## src/rtl/ray_column_writer.sv

```systemverilog
// ray_column_writer
// Expands each per-ray DDA result into a full screen column of frame-buffer
// writes (ceiling, wall slice, floor), one pixel per clock, in y order.
//
// Ports:
//   pixel_clk_in            pixel clock, rising edge
//   rst_in                  asynchronous reset, active-low
//   dda_fifo_tvalid_in      FIFO holds a ray
//   dda_fifo_tdata_in       [38:30] column x, [29:22] line height h,
//                           [21:20] wall type, [19] side, [18:0] unused
//   dda_fifo_tlast_in       ray is the last of the frame
//   transformer_tready_out  ready to accept a ray
//   ray_valid_out           address/pixel valid this cycle
//   ray_address_out         y*SCREEN_W + x
//   ray_pixel_out           RGB565 pixel
//   ray_last_pixel_out      final pixel of the final ray of a frame
//   ray_err_out             sticky: a ray with x >= SCREEN_W was dropped
module ray_column_writer #(
    parameter int          SCREEN_W    = 320,
    parameter int          SCREEN_H    = 180,
    parameter logic [15:0] CEIL_COLOR  = 16'h18E3,
    parameter logic [15:0] FLOOR_COLOR = 16'h4208
) (
    input  logic        pixel_clk_in,
    input  logic        rst_in,
    input  logic        dda_fifo_tvalid_in,
    input  logic [38:0] dda_fifo_tdata_in,
    input  logic        dda_fifo_tlast_in,
    output logic        transformer_tready_out,
    output logic        ray_valid_out,
    output logic [15:0] ray_address_out,
    output logic [15:0] ray_pixel_out,
    output logic        ray_last_pixel_out,
    output logic        ray_err_out
);

    localparam logic [15:0] W16      = 16'(SCREEN_W);
    localparam logic [15:0] H16      = 16'(SCREEN_H);
    localparam logic [15:0] LAST_ROW = 16'(SCREEN_H - 1);

    typedef enum logic {IDLE = 1'b0, DRAW = 1'b1} state_t;

    function automatic logic [15:0] wall_color(input logic [1:0] kind, input logic side);
        logic [15:0] c;
        case (kind)
            2'd0:    c = 16'hF800;
            2'd1:    c = 16'h07E0;
            2'd2:    c = 16'h001F;
            default: c = 16'hFFFF;
        endcase
        // Halving each RGB565 channel: the mask clears bits shifted across channel borders.
        if (side) c = (c >> 1) & 16'h7BEF;
        return c;
    endfunction

    function automatic logic [15:0] row_pixel(input logic [15:0] row, input logic [15:0] first,
                                              input logic [15:0] stop, input logic [15:0] wall);
        if (row < first)     return CEIL_COLOR;
        else if (row < stop) return wall;
        else                 return FLOOR_COLOR;
    endfunction

    state_t      state, state_next;
    logic        armed;
    logic [15:0] y, row_base;
    logic [8:0]  col_x;
    logic [15:0] row_start, row_end, col_wall;
    logic        col_last;

    logic [8:0]  in_x;
    logic [7:0]  in_h;
    logic [15:0] in_hc, in_start, in_end, in_wall;
    logic        at_last_row, accept, x_ok;
    logic        load, step, drop, emit;
    logic [15:0] sel_y, sel_base, sel_start, sel_end, sel_wall;
    logic [8:0]  sel_x;
    logic        sel_last;
    logic        unused_bits;

    assign unused_bits = ^dda_fifo_tdata_in[18:0];

    // Decode of the ray presented by the FIFO: wall span is centred vertically.
    assign in_x     = dda_fifo_tdata_in[38:30];
    assign in_h     = dda_fifo_tdata_in[29:22];
    assign in_hc    = ({8'd0, in_h} >= H16) ? H16 : {8'd0, in_h};
    assign in_start = (H16 - in_hc) >> 1;
    assign in_end   = in_start + in_hc;
    assign in_wall  = wall_color(dda_fifo_tdata_in[21:20], dda_fifo_tdata_in[19]);
    assign x_ok     = {7'd0, in_x} < W16;

    // armed keeps tready low until the first clock after reset release.
    assign at_last_row            = (y == LAST_ROW);
    assign transformer_tready_out = armed & ((state == IDLE) | at_last_row);
    assign accept                 = dda_fifo_tvalid_in & transformer_tready_out;

    always_ff @(posedge pixel_clk_in or negedge rst_in) begin
        if (!rst_in) state <= IDLE;
        else         state <= state_next;
    end

    always_comb begin
        state_next = state;
        load       = 1'b0;
        step       = 1'b0;
        drop       = 1'b0;
        case (state)
            IDLE: begin
                if (accept) begin
                    if (x_ok) begin
                        load       = 1'b1;
                        state_next = DRAW;
                    end else begin
                        drop = 1'b1;
                    end
                end
            end
            DRAW: begin
                if (!at_last_row) begin
                    step = 1'b1;
                end else if (accept && x_ok) begin
                    load = 1'b1;
                end else begin
                    drop       = accept;
                    state_next = IDLE;
                end
            end
            default: state_next = IDLE;
        endcase
    end

    // Row about to be emitted: row 0 of a new ray, or the next row of the current one.
    always_comb begin
        emit      = load | step;
        sel_y     = load ? 16'd0 : y + 16'd1;
        sel_base  = load ? 16'd0 : row_base + W16;
        sel_x     = load ? in_x : col_x;
        sel_start = load ? in_start : row_start;
        sel_end   = load ? in_end : row_end;
        sel_wall  = load ? in_wall : col_wall;
        sel_last  = load ? dda_fifo_tlast_in : col_last;
    end

    // Stage: registered pixel output
    always_ff @(posedge pixel_clk_in or negedge rst_in) begin
        if (!rst_in) begin
            armed              <= 1'b0;
            y                  <= 16'd0;
            row_base           <= 16'd0;
            ray_valid_out      <= 1'b0;
            ray_address_out    <= 16'd0;
            ray_pixel_out      <= 16'd0;
            ray_last_pixel_out <= 1'b0;
            ray_err_out        <= 1'b0;
        end else begin
            armed              <= 1'b1;
            ray_valid_out      <= emit;
            ray_last_pixel_out <= emit & sel_last & (sel_y == LAST_ROW);
            ray_err_out        <= ray_err_out | drop;
            if (emit) begin
                y               <= sel_y;
                row_base        <= sel_base;
                ray_address_out <= sel_base + {7'd0, sel_x};
                ray_pixel_out   <= row_pixel(sel_y, sel_start, sel_end, sel_wall);
            end
        end
    end

    // Per-ray parameters, captured on accept
    always_ff @(posedge pixel_clk_in) begin
        if (load) begin
            col_x     <= in_x;
            row_start <= in_start;
            row_end   <= in_end;
            col_wall  <= in_wall;
            col_last  <= dda_fifo_tlast_in;
        end
    end

endmodule

```

## config.mk

```make
export PLATFORM = sky130hd
export DESIGN_NAME = ray_column_writer
export DESIGN_NICKNAME = d
export VERILOG_FILES = /design/src/rtl/ray_column_writer.sv
export SDC_FILE = /design/constraint.sdc
export NUM_CORES = 1
export LEC_CHECK = 0
export BUFFER_PORTS_ARGS = -buffer_cell sky130_fd_sc_hd__buf_2
export CORE_MARGIN = 5
export CORE_UTILIZATION = 50
export DETAILED_ROUTE_END_ITERATION = 8
export PLACE_DENSITY = 0.82
export RECOVER_POWER = 25
export SLEW_MARGIN = 20
export SYNTH_ARGS = -nofsm -noshare
export SYNTH_HDL_FRONTEND = slang
export SYNTH_SLANG_ARGS = --single-unit
```

## constraint.sdc

```tcl
create_clock -name pixel_clk_in -period 3.7 [get_ports pixel_clk_in]
set_input_delay 0.74 -clock pixel_clk_in [delete_from_list [all_inputs] [get_ports pixel_clk_in]]
set_output_delay 0.74 -clock pixel_clk_in [all_outputs]
set_load 0.03 [all_outputs]
```

==> results.md <==
- Tmin final: 4590 ps
- Layer with the highest usage: met2
- R2R setup slack: -220 ps
- Most used DFF post-synth: dfrtp_1
- Total Routing Usage GR: 25.2%
- Register area share after synthesis: 39.8%
- Max Fclk: 0.218 GHz
- Met2 GRT Util: 42.4%
- DRC viols: 0
- Crit end category: flop
- Outcome: finished, violations left
- Max-Cap Viols: 1
- Crit path launch type: input port
- Reg-to-reg critical path startpoint: y[15]$_DFFE_PN0P_
- Endpoints failing setup: 16
- Via density: 5.91
- Buffers on Ports: 59
- Switching Share: 40.0%
- Leak pwr: 4.71 nW
- Most frequent cells in the layout: buf_4 (157), nand2_1 (115), nor2_1 (78), dfrtp_1 (69), dfxtp_1 (58)
- Non-Filler Instances: 1228
- Die area: 17000 µm²
- # diodes: 0
- RR Endpoint: ray_pixel_out[1]$_DFFE_PN0P_
- Worst EP arrival: 4950 ps
- Post-Syn Nets: 924
- Detail Route Antenna Nets: 0
- Core area: 14400 µm²
- Starting DRC count in detailed routing: 678
- Hold path cells: 2
- Fill cells: 953
- Logic pwr share: 47.1%
- Clk pwr share: 24.0%
- Reg2Reg Depth: 18
- Setup WS pre-CTS: -1280 ps
- Critical Path RT: 4070 ps
- Post-synth cell types: 83
- PwrDens: 701 nW/µm²
- Met1 usage: 31.6%
- Final Hold Fails: 0
- Gr ovfl total: 0
- RSZ-0062 raised after global routing: yes
- Drt pass-1 iters: 6
- Post-Syn Instances: 826
- Site row count: 44
- Slew Limit Fails: 44
- Met3 usage: 5.45%
- Synth warn: 0
- Hold_buf cts: 0
- Total CTS buffers: 17
- Die height: 130 µm
- Commonest non-fill, non-tap cell in the layout: buf_4
- Fraction of registers with async set/reset: 54.3%
- Slew margin rel.: -65.9%
- Hold_sp: row_end[6]$_DFF_P_
- Area delta synth->final: 36.3%
- Final core occ: 68.8%
- Worst hold path class: reg -> reg
- H-tree Lvls: 4
- WS Path Type: in -> reg
- Initial antenna violation count: 0
- First-pass GRT wire length: 34.4 mm
- Routed wire length per instance: 18.1 µm
- Clock net sink count: 127
- Placed standard-cell area: 8850 µm²
- Final Cycle Share: 124%
- Initial core utilization: 50.5%
- Mean Syn Cell Area: 8.78 µm²
- CTS tree: done
- Sequential power share: 28.9%
- Vias: 7262
- Failing checks: capacitance limit, slew limit, setup timing
- Routed WL: 22.2 mm
- PnR worst setup slack: -887 ps
- Worst slew pin tran: 2490 ps
- Switching power: 2.77 mW
- Mapped cell area: 7250 µm²
- Number of global-route vias before repair: 7176
- Root Buffer: clkbuf_16
- Seq cells post-synth: 127
- Ports: 79
- Finished Cell Area: 9890 µm²
- Clock tree buffer depth: 2
- Peak fanout along the critical path: 8
- Width of the die: 130 µm
- Setup tns final: -13860 ps
- Largest net degree at the start of global routing: 44
- Post-Place Cells: 1169
- Final GP Congestion: 0.889
- Ratio of cells with drive above 1 in the final layout: 31.1%
- Min-Delay Endpoint: row_end[6]$_DFF_P_
- Worst-path clk slew: 60 ps
- Peak VDD IR: 0.590 mV
- Post-synth EDFFs: 0
- Int Power: 4.16 mW
- Clk_lat worst skew: 430 ps
- HPWL Detailed: 13.5 mm
- NumNets Final: 1129
- Layout Skew: 9.26 ps
kinds of logic after synthesis:
family,share of synthesized area (%)
multiplexers,0.845
XOR/XNOR,4.47
buffers and inverters,4.90
flip-flops,39.8
AND/OR/NAND/NOR,20.5
AO/OA/AOI/OAI,19.8
adder cells (fa/ha/maj),9.59
other,0.0517
cell type report:
| class | count | area (µm²) | share of cell area [%] |
|---|---|---|---|
| Inverter | 45 | 169 | 1.71 |
| Multi-Input combinational cell | 615 | 4400 | 44.5 |
| Clock buffer | 17 | 425 | 4.30 |
| Tap cell | 184 | 230 | 2.33 |
| Timing Repair Buffer | 225 | 1610 | 16.3 |
| Clock inverter | 15 | 165 | 1.67 |
| Sequential cell | 127 | 2890 | 29.2 |
repair_timing:
item                                    in CTS  in global routing
gates resized for setup                     15                 29
pin swaps                                    7                 38
cloned                                       1                  1
buffers inserted                            10                 15
endpoints found under the setup margin      21                 24
worst max-delay path, cell delays in order:
cell and delay [ps]:
buf_6 90, o211a_1 240, o21ai_4 170, o211ai_1 180, xnor2_1 220, inv_1 110
ha_4 280, nand3b_1 90, a31oi_2 170, a211oi_2 70, and2_4 160, or3_4 400
nand3_2 120, and4_4 240, ha_4 200, a211o_1 250, a31oi_1 150, o21ai_1 90
a211oi_2 250, nand2_1 120, o21ai_4 270, clkbuf_16 200, a221o_1 140
power groups by stage:
stage	sequential (mW)	combinational, mW	clock, mW
floorplan	2.20	1.74	0
global placement	2.00	2.87	0
detailed placement	2.01	2.98	0
CTS	1.99	3.07	1.67
global route	2.05	3.58	1.74
finish	2.01	3.26	1.66
stage by stage:
stage | power, mW | hold WS (ps)
after global placement | 4.87 | 427
after CTS | 6.73 | 450
after detailed placement | 4.99 | 431
after floorplan | 3.94 | 410
final | 6.93 | 446
after global routing | 7.36 | 459
cell usage after synthesis, drive strengths merged (11+ instances only):
cell    instances  share of area [%]
nand4          15                1.4
xnor2          20                2.4
and2           15                1.3
nand3          21                1.4
clkbuf         18               0.95
xor2           17                2.1
o21ai          59                4.2
a21oi          43                3.2
dfrtp          69                 24
buf            22                1.6
nor2           79                4.1
and3           14                1.2
nand2         118                6.1
a21o           13                1.3
dfxtp          58                 16
nor3           11               0.90
inv            44                2.3
ha             54                9.3
worst max path at each step:
stage	from	endpoint	slack (ps)	cells past startpoint
after floorplan	dda_fifo_tdata_in[26]	ray_pixel_out[14]$_DFFE_PN0P_	-1000	23
after global placement	dda_fifo_tdata_in[24]	ray_pixel_out[14]$_DFFE_PN0P_	-1150	23
after detailed placement	dda_fifo_tdata_in[24]	ray_pixel_out[8]$_DFFE_PN0P_	-1280	23
after CTS	dda_fifo_tdata_in[24]	ray_pixel_out[10]$_DFFE_PN0P_	-760	23
after global routing	dda_fifo_tdata_in[24]	ray_pixel_out[3]$_DFFE_PN0P_	-1130	23
final	dda_fifo_tdata_in[24]	ray_pixel_out[1]$_DFFE_PN0P_	-890	23
state kept, by name, summed over array words and instances, names as in the netlist:
name                count
col_last                1
row_end                16
col_wall               16
ray_valid_out           1
ray_address_out        16
state                   1
row_start              16
ray_last_pixel_out      1
armed                   1
row_base               16
ray_err_out             1
ray_pixel_out          16
col_x                   9
y                      16
per-layer routing:
| layer | routed length [µm] | up-vias |
|---|---|---|
| li1 | - | 3346 |
| met1 | 9070 | 3464 |
| met2 | 10700 | 365 |
| met3 | 1680 | 87 |
| met4 | 783 | 0 |
| met5 | 0 | - |
Note: power is estimated with default switching activity, not from simulation.
